## src/rtl/wrap_logger_pkg.sv

```systemverilog
// Shared types and constants for the counter wrap event logger.
// Holds the event record layout and the drop-counter ceiling.
package wrap_logger_pkg;

  localparam int LOG_CNT_W = 4;
  localparam int LOG_TS_W  = 16;
  localparam int LOG_IDX_W = 8;
  localparam int LOG_DEPTH = 8;
  localparam int EV_W      = 1 + LOG_IDX_W + LOG_TS_W;

  localparam logic [7:0] DROP_MAX = 8'hFF;

  typedef struct packed {
    logic                 err;
    logic [LOG_IDX_W-1:0] wrap_idx;
    logic [LOG_TS_W-1:0]  ts;
  } event_t;

endpackage

```

## src/rtl/sync_fifo_fwft.sv

```systemverilog
// First-word-fall-through synchronous FIFO, async active-high reset.
// Ports: clr flush, wr_en/wr_data/full, rd_en/rd_data/empty, level.
module sync_fifo_fwft #(
  parameter int WIDTH = 8,
  parameter int DEPTH = 8
) (
  input  logic                     clk,
  input  logic                     rst,
  input  logic                     clr,
  input  logic                     wr_en,
  input  logic [WIDTH-1:0]         wr_data,
  output logic                     full,
  input  logic                     rd_en,
  output logic [WIDTH-1:0]         rd_data,
  output logic                     empty,
  output logic [$clog2(DEPTH):0]   level
);

  localparam int AW = $clog2(DEPTH);

  // Pointers carry one extra wrap bit so full and
  // empty are distinguishable at equal slot index.
  logic [AW:0]      wr_ptr_q;
  logic [AW:0]      wr_ptr_d;
  logic [AW:0]      rd_ptr_q;
  logic [AW:0]      rd_ptr_d;
  logic [WIDTH-1:0] mem_q [DEPTH];
  logic             do_wr;
  logic             do_rd;

  always_comb begin
    level   = wr_ptr_q - rd_ptr_q;
    empty   = (wr_ptr_q == rd_ptr_q);
    full    = (wr_ptr_q[AW] != rd_ptr_q[AW]) &&
              (wr_ptr_q[AW-1:0] == rd_ptr_q[AW-1:0]);
    do_rd   = rd_en & ~empty;
    // A pop on the same edge frees the slot a full
    // FIFO would otherwise refuse.
    do_wr   = wr_en & (~full | do_rd);
    rd_data = mem_q[rd_ptr_q[AW-1:0]];

    wr_ptr_d = wr_ptr_q;
    rd_ptr_d = rd_ptr_q;
    if (clr) begin
      wr_ptr_d = '0;
      rd_ptr_d = '0;
    end else begin
      if (do_wr) wr_ptr_d = wr_ptr_q + (AW+1)'(1);
      if (do_rd) rd_ptr_d = rd_ptr_q + (AW+1)'(1);
    end
  end

  always_ff @(posedge clk or posedge rst) begin
    if (rst) begin
      wr_ptr_q <= '0;
      rd_ptr_q <= '0;
    end else begin
      wr_ptr_q <= wr_ptr_d;
      rd_ptr_q <= rd_ptr_d;
    end
  end

  // Storage needs no reset: reads are masked by
  // empty at the consumer.
  always_ff @(posedge clk) begin
    if (do_wr && !clr) begin
      mem_q[wr_ptr_q[AW-1:0]] <= wr_data;
    end
  end

endmodule

```

## src/rtl/wrap_event_logger.sv

```systemverilog
// Timestamps counter wrap pulses and queues them for stream readout.
// Ports: clear, overflow_in/count_in in; ev_* stream, fifo_level, dropped_cnt out.
module wrap_event_logger
  import wrap_logger_pkg::*;
#(
  parameter int CNT_W = LOG_CNT_W,
  parameter int TS_W  = LOG_TS_W,
  parameter int IDX_W = LOG_IDX_W,
  parameter int DEPTH = LOG_DEPTH
) (
  input  logic                      clk,
  input  logic                      rst,
  input  logic                      clear,
  input  logic                      overflow_in,
  input  logic [CNT_W-1:0]          count_in,
  output logic                      ev_valid,
  input  logic                      ev_ready,
  output logic [IDX_W+TS_W:0]       ev_data,
  output logic [$clog2(DEPTH):0]    fifo_level,
  output logic [7:0]                dropped_cnt
);

  localparam int DW = 1 + IDX_W + TS_W;

  logic [TS_W-1:0]  ts_q;
  logic [TS_W-1:0]  ts_d;
  logic [IDX_W-1:0] wrap_idx_q;
  logic [IDX_W-1:0] wrap_idx_d;
  logic [7:0]       drop_q;
  logic [7:0]       drop_d;

  logic             push;
  logic             pop;
  logic             drop;
  logic             err;
  logic             full;
  logic             empty;
  logic [DW-1:0]    ev_in;
  logic [DW-1:0]    rd_data;

  always_comb begin
    // clear wins over a same-cycle wrap and pop.
    push  = overflow_in & ~clear;
    pop   = ~empty & ev_ready & ~clear;
    err   = (count_in != '0);
    ev_in = {err, wrap_idx_q, ts_q};
    drop  = push & full & ~pop;

    ts_d       = ts_q + TS_W'(1);
    wrap_idx_d = wrap_idx_q;
    drop_d     = drop_q;

    if (clear) begin
      ts_d       = '0;
      wrap_idx_d = '0;
      drop_d     = '0;
    end else begin
      // Index advances even for dropped events so
      // gaps reveal losses downstream.
      if (push) wrap_idx_d = wrap_idx_q + IDX_W'(1);
      if (drop && drop_q != DROP_MAX) begin
        drop_d = drop_q + 8'd1;
      end
    end
  end

  always_ff @(posedge clk or posedge rst) begin
    if (rst) begin
      ts_q       <= '0;
      wrap_idx_q <= '0;
      drop_q     <= '0;
    end else begin
      ts_q       <= ts_d;
      wrap_idx_q <= wrap_idx_d;
      drop_q     <= drop_d;
    end
  end

  sync_fifo_fwft #(
    .WIDTH (DW),
    .DEPTH (DEPTH)
  ) u_fifo (
    .clk     (clk),
    .rst     (rst),
    .clr     (clear),
    .wr_en   (push),
    .wr_data (ev_in),
    .full    (full),
    .rd_en   (pop),
    .rd_data (rd_data),
    .empty   (empty),
    .level   (fifo_level)
  );

  always_comb begin
    ev_valid    = ~empty;
    ev_data     = empty ? '0 : rd_data;
    dropped_cnt = drop_q;
  end

endmodule
```

## config.mk

```make
export PLATFORM = sky130hd
export DESIGN_NAME = wrap_event_logger
export DESIGN_NICKNAME = d
export VERILOG_FILES = /design/src/rtl/wrap_logger_pkg.sv /design/src/rtl/sync_fifo_fwft.sv /design/src/rtl/wrap_event_logger.sv
export SDC_FILE = /design/constraint.sdc
export NUM_CORES = 1
export LEC_CHECK = 0
export CELL_PAD_IN_SITES_DETAIL_PLACEMENT = 0
export CELL_PAD_IN_SITES_GLOBAL_PLACEMENT = 1
export CORE_MARGIN = 2
export CORE_UTILIZATION = 58
export CTS_BUF_LIST = sky130_fd_sc_hd__clkbuf_4
export DETAILED_ROUTE_END_ITERATION = 8
export GPL_ROUTABILITY_DRIVEN = 0
export GPL_TIMING_DRIVEN = 0
export PLACE_DENSITY_LB_ADDON = 0.15
export REMOVE_ABC_BUFFERS = 1
export SYNTH_ARGS = -nofsm -noshare
export SYNTH_HDL_FRONTEND = slang
export SYNTH_HIERARCHICAL = 1
export SYNTH_SLANG_ARGS = --single-unit
export TNS_END_PERCENT = 20
```

## constraint.sdc

```tcl
create_clock -name clk -period 9.7 [get_ports clk]
set_input_delay 1.94 -clock clk [delete_from_list [all_inputs] [get_ports clk]]
set_output_delay 1.94 -clock clk [all_outputs]
set_load 0.01 [all_outputs]
```

==> results.toml, run 1 <==
[setup_path]
ff2ff_path_depth = 12
r2r-start = "u_fifo/rd_ptr_q[2]$_DFFE_PP0P_"
worstPathCellList = "inv_2, ha_1, nand3_4, nor2_2, buf_16, and2b_2, clkdlybuf4s50_1"
required_ns = 7.76
r2r_slack_ns = 4.27
crit_slowest_cell = "dfrtp_1"
path_max_fanout = 27
worst-path-buf-inv = 3
reg2reg_to = "u_fifo/mem_q[0][10]$_DFFE_PP_"
crit_family = "buffers and inverters"
path_depth = 7
cp.arrival_ns = 4.84
crit_type = "flop to primary output"
end_kind = "primary output"
critPathMaxStageDelay_ns = 1.23
cp-start-kind = "flop"

[logic_synthesis]
ys_warn_count = 6
synthFlopType = "edfxtp_1"
syn_area_sq_mm = 0.00998
synth_cells = 602
synth-edff-count = 200
avgSynthCellArea_sq_um = 16.6
ys_types = 49
synth-async-reset-ratio = 0.167
yosysSeqAreaShare = 0.702
synth_seq_cells = 240

[placed_design]
dp_hpwl_mm = 11.5
numPortBuffers = 46

[sta]
period_share = 0.699
setup_viol = 0
fmax_mhz = 148
finalCriticalPeriod_ns = 6.78
clock_skew_ns = 0.0295
timing.setup.tns_ns = 0
finalMaxSlewViolations = 0
grt_setup_unrepaired = "no"
tightest_slew_ns = 1.33
finalHoldViolCount = 0
max_slew_margin = 0.111

[cells_and_area]
drive_gt1_frac = 0.254
multi_input_area_sq_mm = 0.00283
regArea_sq_mm = 0.00701
fillers = 1132
finalNetCount = 714
final_util = 0.702
areaGrowthSynthToFinish_pct = 17.4

[grt]
grt_pass1_wl_mm = 30.8
antenna_found_initial = 1
grt_pass1_vias = 5729
gr-total-overflow = 0
grt_max_degree = 42
grt_usage = 0.227

[clock_network]
clkLatencyLatePin_ns = 0.66
cts_buffers = 57
cts_root_buf = "clkbuf_4"
cts.sinks = 240
post_cts_buffers = 0
cts.path.max_buffers = 3
cts_tree = "done"
post_cts_resized = 0
ctsHoldBuffers = 0
cts_htree_levels = 2
clk_pin_slew_ns = 0.06

[run_status]
outcome = "complete, no violations"

[route]
wl_met2_mm = 10.1
drc = 0
topRoutingLayerUsed = "met4"
wire_per_inst_um = 20.2
vias_per_cell = 5.67
drt-met1-wl_mm = 8.11
vias = 5467
drt-total-wl_mm = 19.5
detail-route-antenna-nets = 0
first_iter_violations = 421
dr.pass1.iters = 5
dr_wl_met3_um = 939

[power]
power_uw = 2060
power.density_mw_per_mm2 = 176
intPower_uw = 1630
seq_power_share = 0.545
switching_share = 0.213
switching_power_uw = 439
p_clk_frac = 0.412
ir_worst_vdd_uv = 111
leakage_uw = 0.00413
combPwrFrac = 0.043

[floorplan]
start_util = 0.598
die_h_um = 135
dieArea_sq_mm = 0.0183
coreArea_sq_mm = 0.0167
fp.dieW_um = 135
rows = 47
ioPinCount = 47

[min_path]
hold_depth = 2
holdCritStartpoint = "dropped_cnt[1]$_DFFE_PP0P_"
hold_path_end = "dropped_cnt[1]$_DFFE_PP0P_"
hold_class = "flop to flop"

[run]
max_cap_viol_count = 0
synth_stat cells, types with 2 or more instances:
cell      count  area, sq um
xnor2_1      12          105
or4_1         5         37.5
inv_1        13         48.8
buf_1         3         11.3
and3_1        4         25.0
buf_2         6         30.0
nand3_4       2         35.0
edfxtp_1    200         6010
o211a_1       2         20.0
ha_1          8          100
nand4_2       2         25.0
mux2i_1       5         50.1
dfrtp_1      40         1000
mux4_2       50         1130
or3_1         4         25.0
nor2b_1      21          131
clkbuf_1     10         37.5
nor3_1        5         25.0
nand4_1      11         68.8
o21ai_0       4         20.0
nor4_1        3         18.8
xor2_1       14          123
nand2_1      87          327
a21oi_1       9         45.0
nor2_1       39          146
buf_6         6         67.6
o31ai_1       3         22.5
nand3_1       8         40.0
and2b_2       6         52.6
cells in the final DEF, fill, tap and decap left out, types with 11 or more instances in the layout:
master           netlist  layout
nand2_1               87      87
nand4_1               11      11
inv_1                 13      12
clkinv_1               0      15
mux4_2                50      50
nor2b_1               21      21
clkbuf_4               0      80
clkdlybuf4s50_1        0      45
xor2_1                14      14
xnor2_1               12      12
nor2_1                39      32
edfxtp_1             200     200
dfrtp_1               40      38
power groups by stage:
stage               Clock (uW)  Sequential (uW)  Combinational (uW)
floorplan                    0             1150                44.2
global placement             0             1150                80.3
detailed placement           0             1150                90.6
CTS                        870             1120                91.2
global route               925             1130                97.6
finish                     851             1120                89.0
cell families after synthesis:
family                   Yosys count  share of synthesized area
AO/OA/AOI/OAI                     28                     0.0213
XOR/XNOR                          27                     0.0244
adder cells (fa/ha/maj)            9                     0.0120
buffers and inverters             40                     0.0207
flip-flops                       240                      0.702
multiplexers                      55                      0.118
AND/OR/NAND/NOR                  203                      0.102
worst reg2reg max path: cells and delay by family, from the launching register on:
kind / cells / cell delay, ns
and+or+nand+nor: 7 / 2.16
adders and majority gates: 1 / 0.56
DFF: 1 / 1.23
buffers and inverters: 4 / 1.18
layout make-up:
cell class                      count  area share
Inverter                           14     0.00448
Sequential cell                   240       0.598
Multi-Input combinational cell    322       0.241
Clock inverter                     27      0.0162
Antenna cell                        1    0.000214
Timing Repair Buffer               61      0.0648
Tap cell                          220      0.0235
Clock buffer                       80      0.0513
worst max-delay path by stage:
stage                                    to                           start  slack (ns)
2_1_floorplan  u_fifo/mem_q[2][0]$_DFFE_PP_  u_fifo/rd_ptr_q[0]$_DFFE_PP0P_        3.48
3_3_place_gp   u_fifo/mem_q[0][1]$_DFFE_PP_  u_fifo/rd_ptr_q[0]$_DFFE_PP0P_        0.27
3_5_place_dp                     ev_data[1]  u_fifo/rd_ptr_q[2]$_DFFE_PP0P_        3.49
4_1_cts                          ev_data[1]  u_fifo/rd_ptr_q[2]$_DFFE_PP0P_        2.76
5_1_grt                          ev_data[1]  u_fifo/rd_ptr_q[2]$_DFFE_PP0P_        2.57
6_report                         ev_data[1]  u_fifo/rd_ptr_q[2]$_DFFE_PP0P_        2.92
sequential cells by signal, indices dropped and copies added, names as in the netlist:
name,cells
u_fifo/wr_ptr_q,4
u_fifo/mem_q,200
u_fifo/rd_ptr_q,4
ts_q,16
wrap_idx_q,8
dropped_cnt,8
through the flow:
stage	worst slack (ns)	hold WS (ns)	area, sq um	instances
global route	2.57	0.645	11700	965
finish	2.92	0.601	11700	965
floorplan	3.48	0.539	9830	576
global placement	0.269	0.570	10600	842
CTS	2.76	0.615	11700	964
detailed placement	3.49	0.595	10900	857
metal layers:
| layer | vias to the layer above | track usage |
|---|---|---|
| li1 | 2513 | - |
| met1 | 2762 | 0.292 |
| met2 | 162 | 0.391 |
| met3 | 30 | 0.0464 |
| met4 | 0 | 0.0775 |
| met5 | - | 0 |
Note: power is estimated with default switching activity, not from simulation.
==> inputs of run 2 (changes only) <==
- CORE_UTILIZATION: 58 -> 54
- clock period: 9.7 -> 7 ns (I/O delays scaled with it)
==> run 2 against run 1 <==
Against the previous run: die area rose by 7.2%; non-clock buffer count fell by 4; wire length fell by 2.3%; clock power rose by 25%; sequential power rose by 39%; first-iteration DRC count fell by 20%; sequential cell count did not move; final area fell by 1.5%; register-to-register slack got worse by 2.8 ns; critical path type unchanged.
==> results.toml, run 2 (synthesis gave the netlist of run 1 again) <==
[floorplan]
coreArea_sq_mm = 0.0180
rows = 49
fp.dieW_um = 140
start_util = 0.554
ioPinCount = 47
die_h_um = 140
dieArea_sq_mm = 0.0196

[sta]
fmax_mhz = 161
finalCriticalPeriod_ns = 6.20
clock_skew_ns = 0.0196
tightest_slew_ns = 1.30
max_slew_margin = 0.132
finalMaxSlewViolations = 0
period_share = 0.886
finalHoldViolCount = 0
grt_setup_unrepaired = "no"
setup_viol = 0

[clock_network]
cts.path.max_buffers = 3
ctsHoldBuffers = 0
clkLatencyLatePin_ns = 0.66
cts_root_buf = "clkbuf_4"
cts.sinks = 240
cts_tree = "done"
post_cts_buffers = 0
post_cts_resized = 0
cts_buffers = 58
cts_htree_levels = 2
clk_pin_slew_ns = 0.06

[route]
vias = 5418
detail-route-antenna-nets = 0
vias_per_cell = 5.58
first_iter_violations = 335
drc = 0
dr.pass1.iters = 5
drt-total-wl_mm = 19.0
wire_per_inst_um = 19.6

[run]
max_cap_viol_count = 0

[grt]
grt_max_degree = 56
busiest_layer = "met2"
grtUsageMet2 = 0.327
grt_pass1_wl_mm = 30.0
grt_pass1_vias = 5547
gr-total-overflow = 0
grt_usage = 0.201
met1_usage = 0.277
grt_util_met3 = 0.0417
antenna_found_initial = 1

[setup_path]
crit_family = "flip-flops"
path_depth = 6
r2r_slack_ns = 1.42
crit_type = "flop to primary output"
r2r-start = "u_fifo/rd_ptr_q[2]$_DFFE_PP0P_"
ff2ff_path_depth = 13
critPathMaxStageDelay_ns = 1.21
crit_slowest_cell = "dfrtp_1"
endpoint = "ev_data[24]"
worst-path-buf-inv = 2
cp-start-kind = "flop"
startpoint = "u_fifo/rd_ptr_q[2]$_DFFE_PP0P_"
worstPathCellList = "inv_2, ha_1, nand3_4, nor2_4, and2b_2, clkdlybuf4s50_1"
end_kind = "primary output"
path_max_fanout = 27
cp.arrival_ns = 4.80
reg2reg_to = "u_fifo/mem_q[0][12]$_DFFE_PP_"
required_ns = 5.60

[cells_and_area]
final_util = 0.641
mostFrequentLayoutCell = "edfxtp_1"
drive_gt1_frac = 0.243
multi_input_area_sq_mm = 0.00283
layout_common_cells = "edfxtp_1, nand2_1, clkbuf_4, mux4_2, clkdlybuf4s50_1"
stdcell_count = 971
largest_reg_flops = 200
fillers = 1345
regArea_sq_mm = 0.00701
areaGrowthSynthToFinish_pct = 15.7
finalNetCount = 711

[power]
switching_share = 0.220
switching_power_uw = 604
p_clk_frac = 0.388
power.density_mw_per_mm2 = 237
leakage_uw = 0.00404
intPower_uw = 2140
ir_worst_vdd_uv = 142
combPwrFrac = 0.043
seq_power_share = 0.568

[min_path]
hold_class = "flop to flop"

[placed_design]
dp_hpwl_mm = 10.8
dp.cells = 862
numPortBuffers = 46

[run_status]
outcome = "complete, no violations"
## run 2: cell count changes in the layout (fill, tap and decap cells not counted), sizes merged
cell / change
buf: -4
bufinv: -3
clkinv: +3
clkinvlp: +1
## run 2: cell type report
class | instances | area share
inverter | 14 | 0.00455
antenna | 1 | 0.000217
clock inverter | 28 | 0.00997
timing repair buffer | 57 | 0.0559
clock buffer | 80 | 0.0520
sequential | 240 | 0.607
multi-input combinational | 322 | 0.245
tap | 229 | 0.0248
## run 2: worst reg2reg max path, delay by kind of cell, from the launching register on
| kind | cells | cell delay [ns] |
|---|---|---|
| flops | 1 | 1.21 |
| simple gates | 7 | 2.16 |
| fa+ha+maj | 1 | 0.57 |
| buf+inv | 5 | 1.36 |
## run 2: power by group through the flow
| stage | clock network (uW) | registers, uW | logic [uW] |
|---|---|---|---|
| floorplan | 0 | 1590 | 61.2 |
| global placement | 0 | 1590 | 113 |
| detailed placement | 0 | 1590 | 121 |
| CTS | 1100 | 1560 | 121 |
| global route | 1170 | 1560 | 130 |
| finish | 1060 | 1560 | 119 |
## run 2: worst min-delay path by stage
stage | endpoint | cells after the start | slack, ns | startpoint
floorplan | ts_q[0]$_DFF_PP0_ | 1 | 0.54 | ts_q[0]$_DFF_PP0_
global placement | dropped_cnt[1]$_DFFE_PP0P_ | 2 | 0.57 | dropped_cnt[1]$_DFFE_PP0P_
detailed placement | dropped_cnt[1]$_DFFE_PP0P_ | 2 | 0.58 | dropped_cnt[1]$_DFFE_PP0P_
CTS | dropped_cnt[1]$_DFFE_PP0P_ | 2 | 0.59 | dropped_cnt[1]$_DFFE_PP0P_
global route | dropped_cnt[7]$_DFFE_PP0P_ | 1 | 0.63 | dropped_cnt[7]$_DFFE_PP0P_
finish | dropped_cnt[1]$_DFFE_PP0P_ | 2 | 0.59 | dropped_cnt[1]$_DFFE_PP0P_
## run 2: metrics by stage
step | TNS (ns) | worst slack, ns | hold WS, ns | total power, uW | instance area (sq um)
CTS | 0 | 0.578 | 0.594 | 2780 | 11500
finish | 0 | 0.799 | 0.588 | 2740 | 11500
floorplan | 0 | 0.778 | 0.539 | 1650 | 9830
global placement | -323.97 | -2.63 | 0.567 | 1700 | 10600
global route | 0 | 0.434 | 0.627 | 2860 | 11500
detailed placement | 0 | 1.27 | 0.575 | 1710 | 10800
## run 2: per-layer routing
| layer | vias to the layer above | share of wire |
|---|---|---|
| met4 | 0 | 0.018 |
| li1 | 2525 | - |
| met3 | 28 | 0.055 |
| met1 | 2706 | 0.43 |
| met5 | - | 0 |
| met2 | 159 | 0.50 |
==> inputs of run 3 (changes only) <==
- TNS_END_PERCENT: 20 -> unset
==> results of run 3 <==
The final DEF is identical to that of run 2; final timing and power are the same.
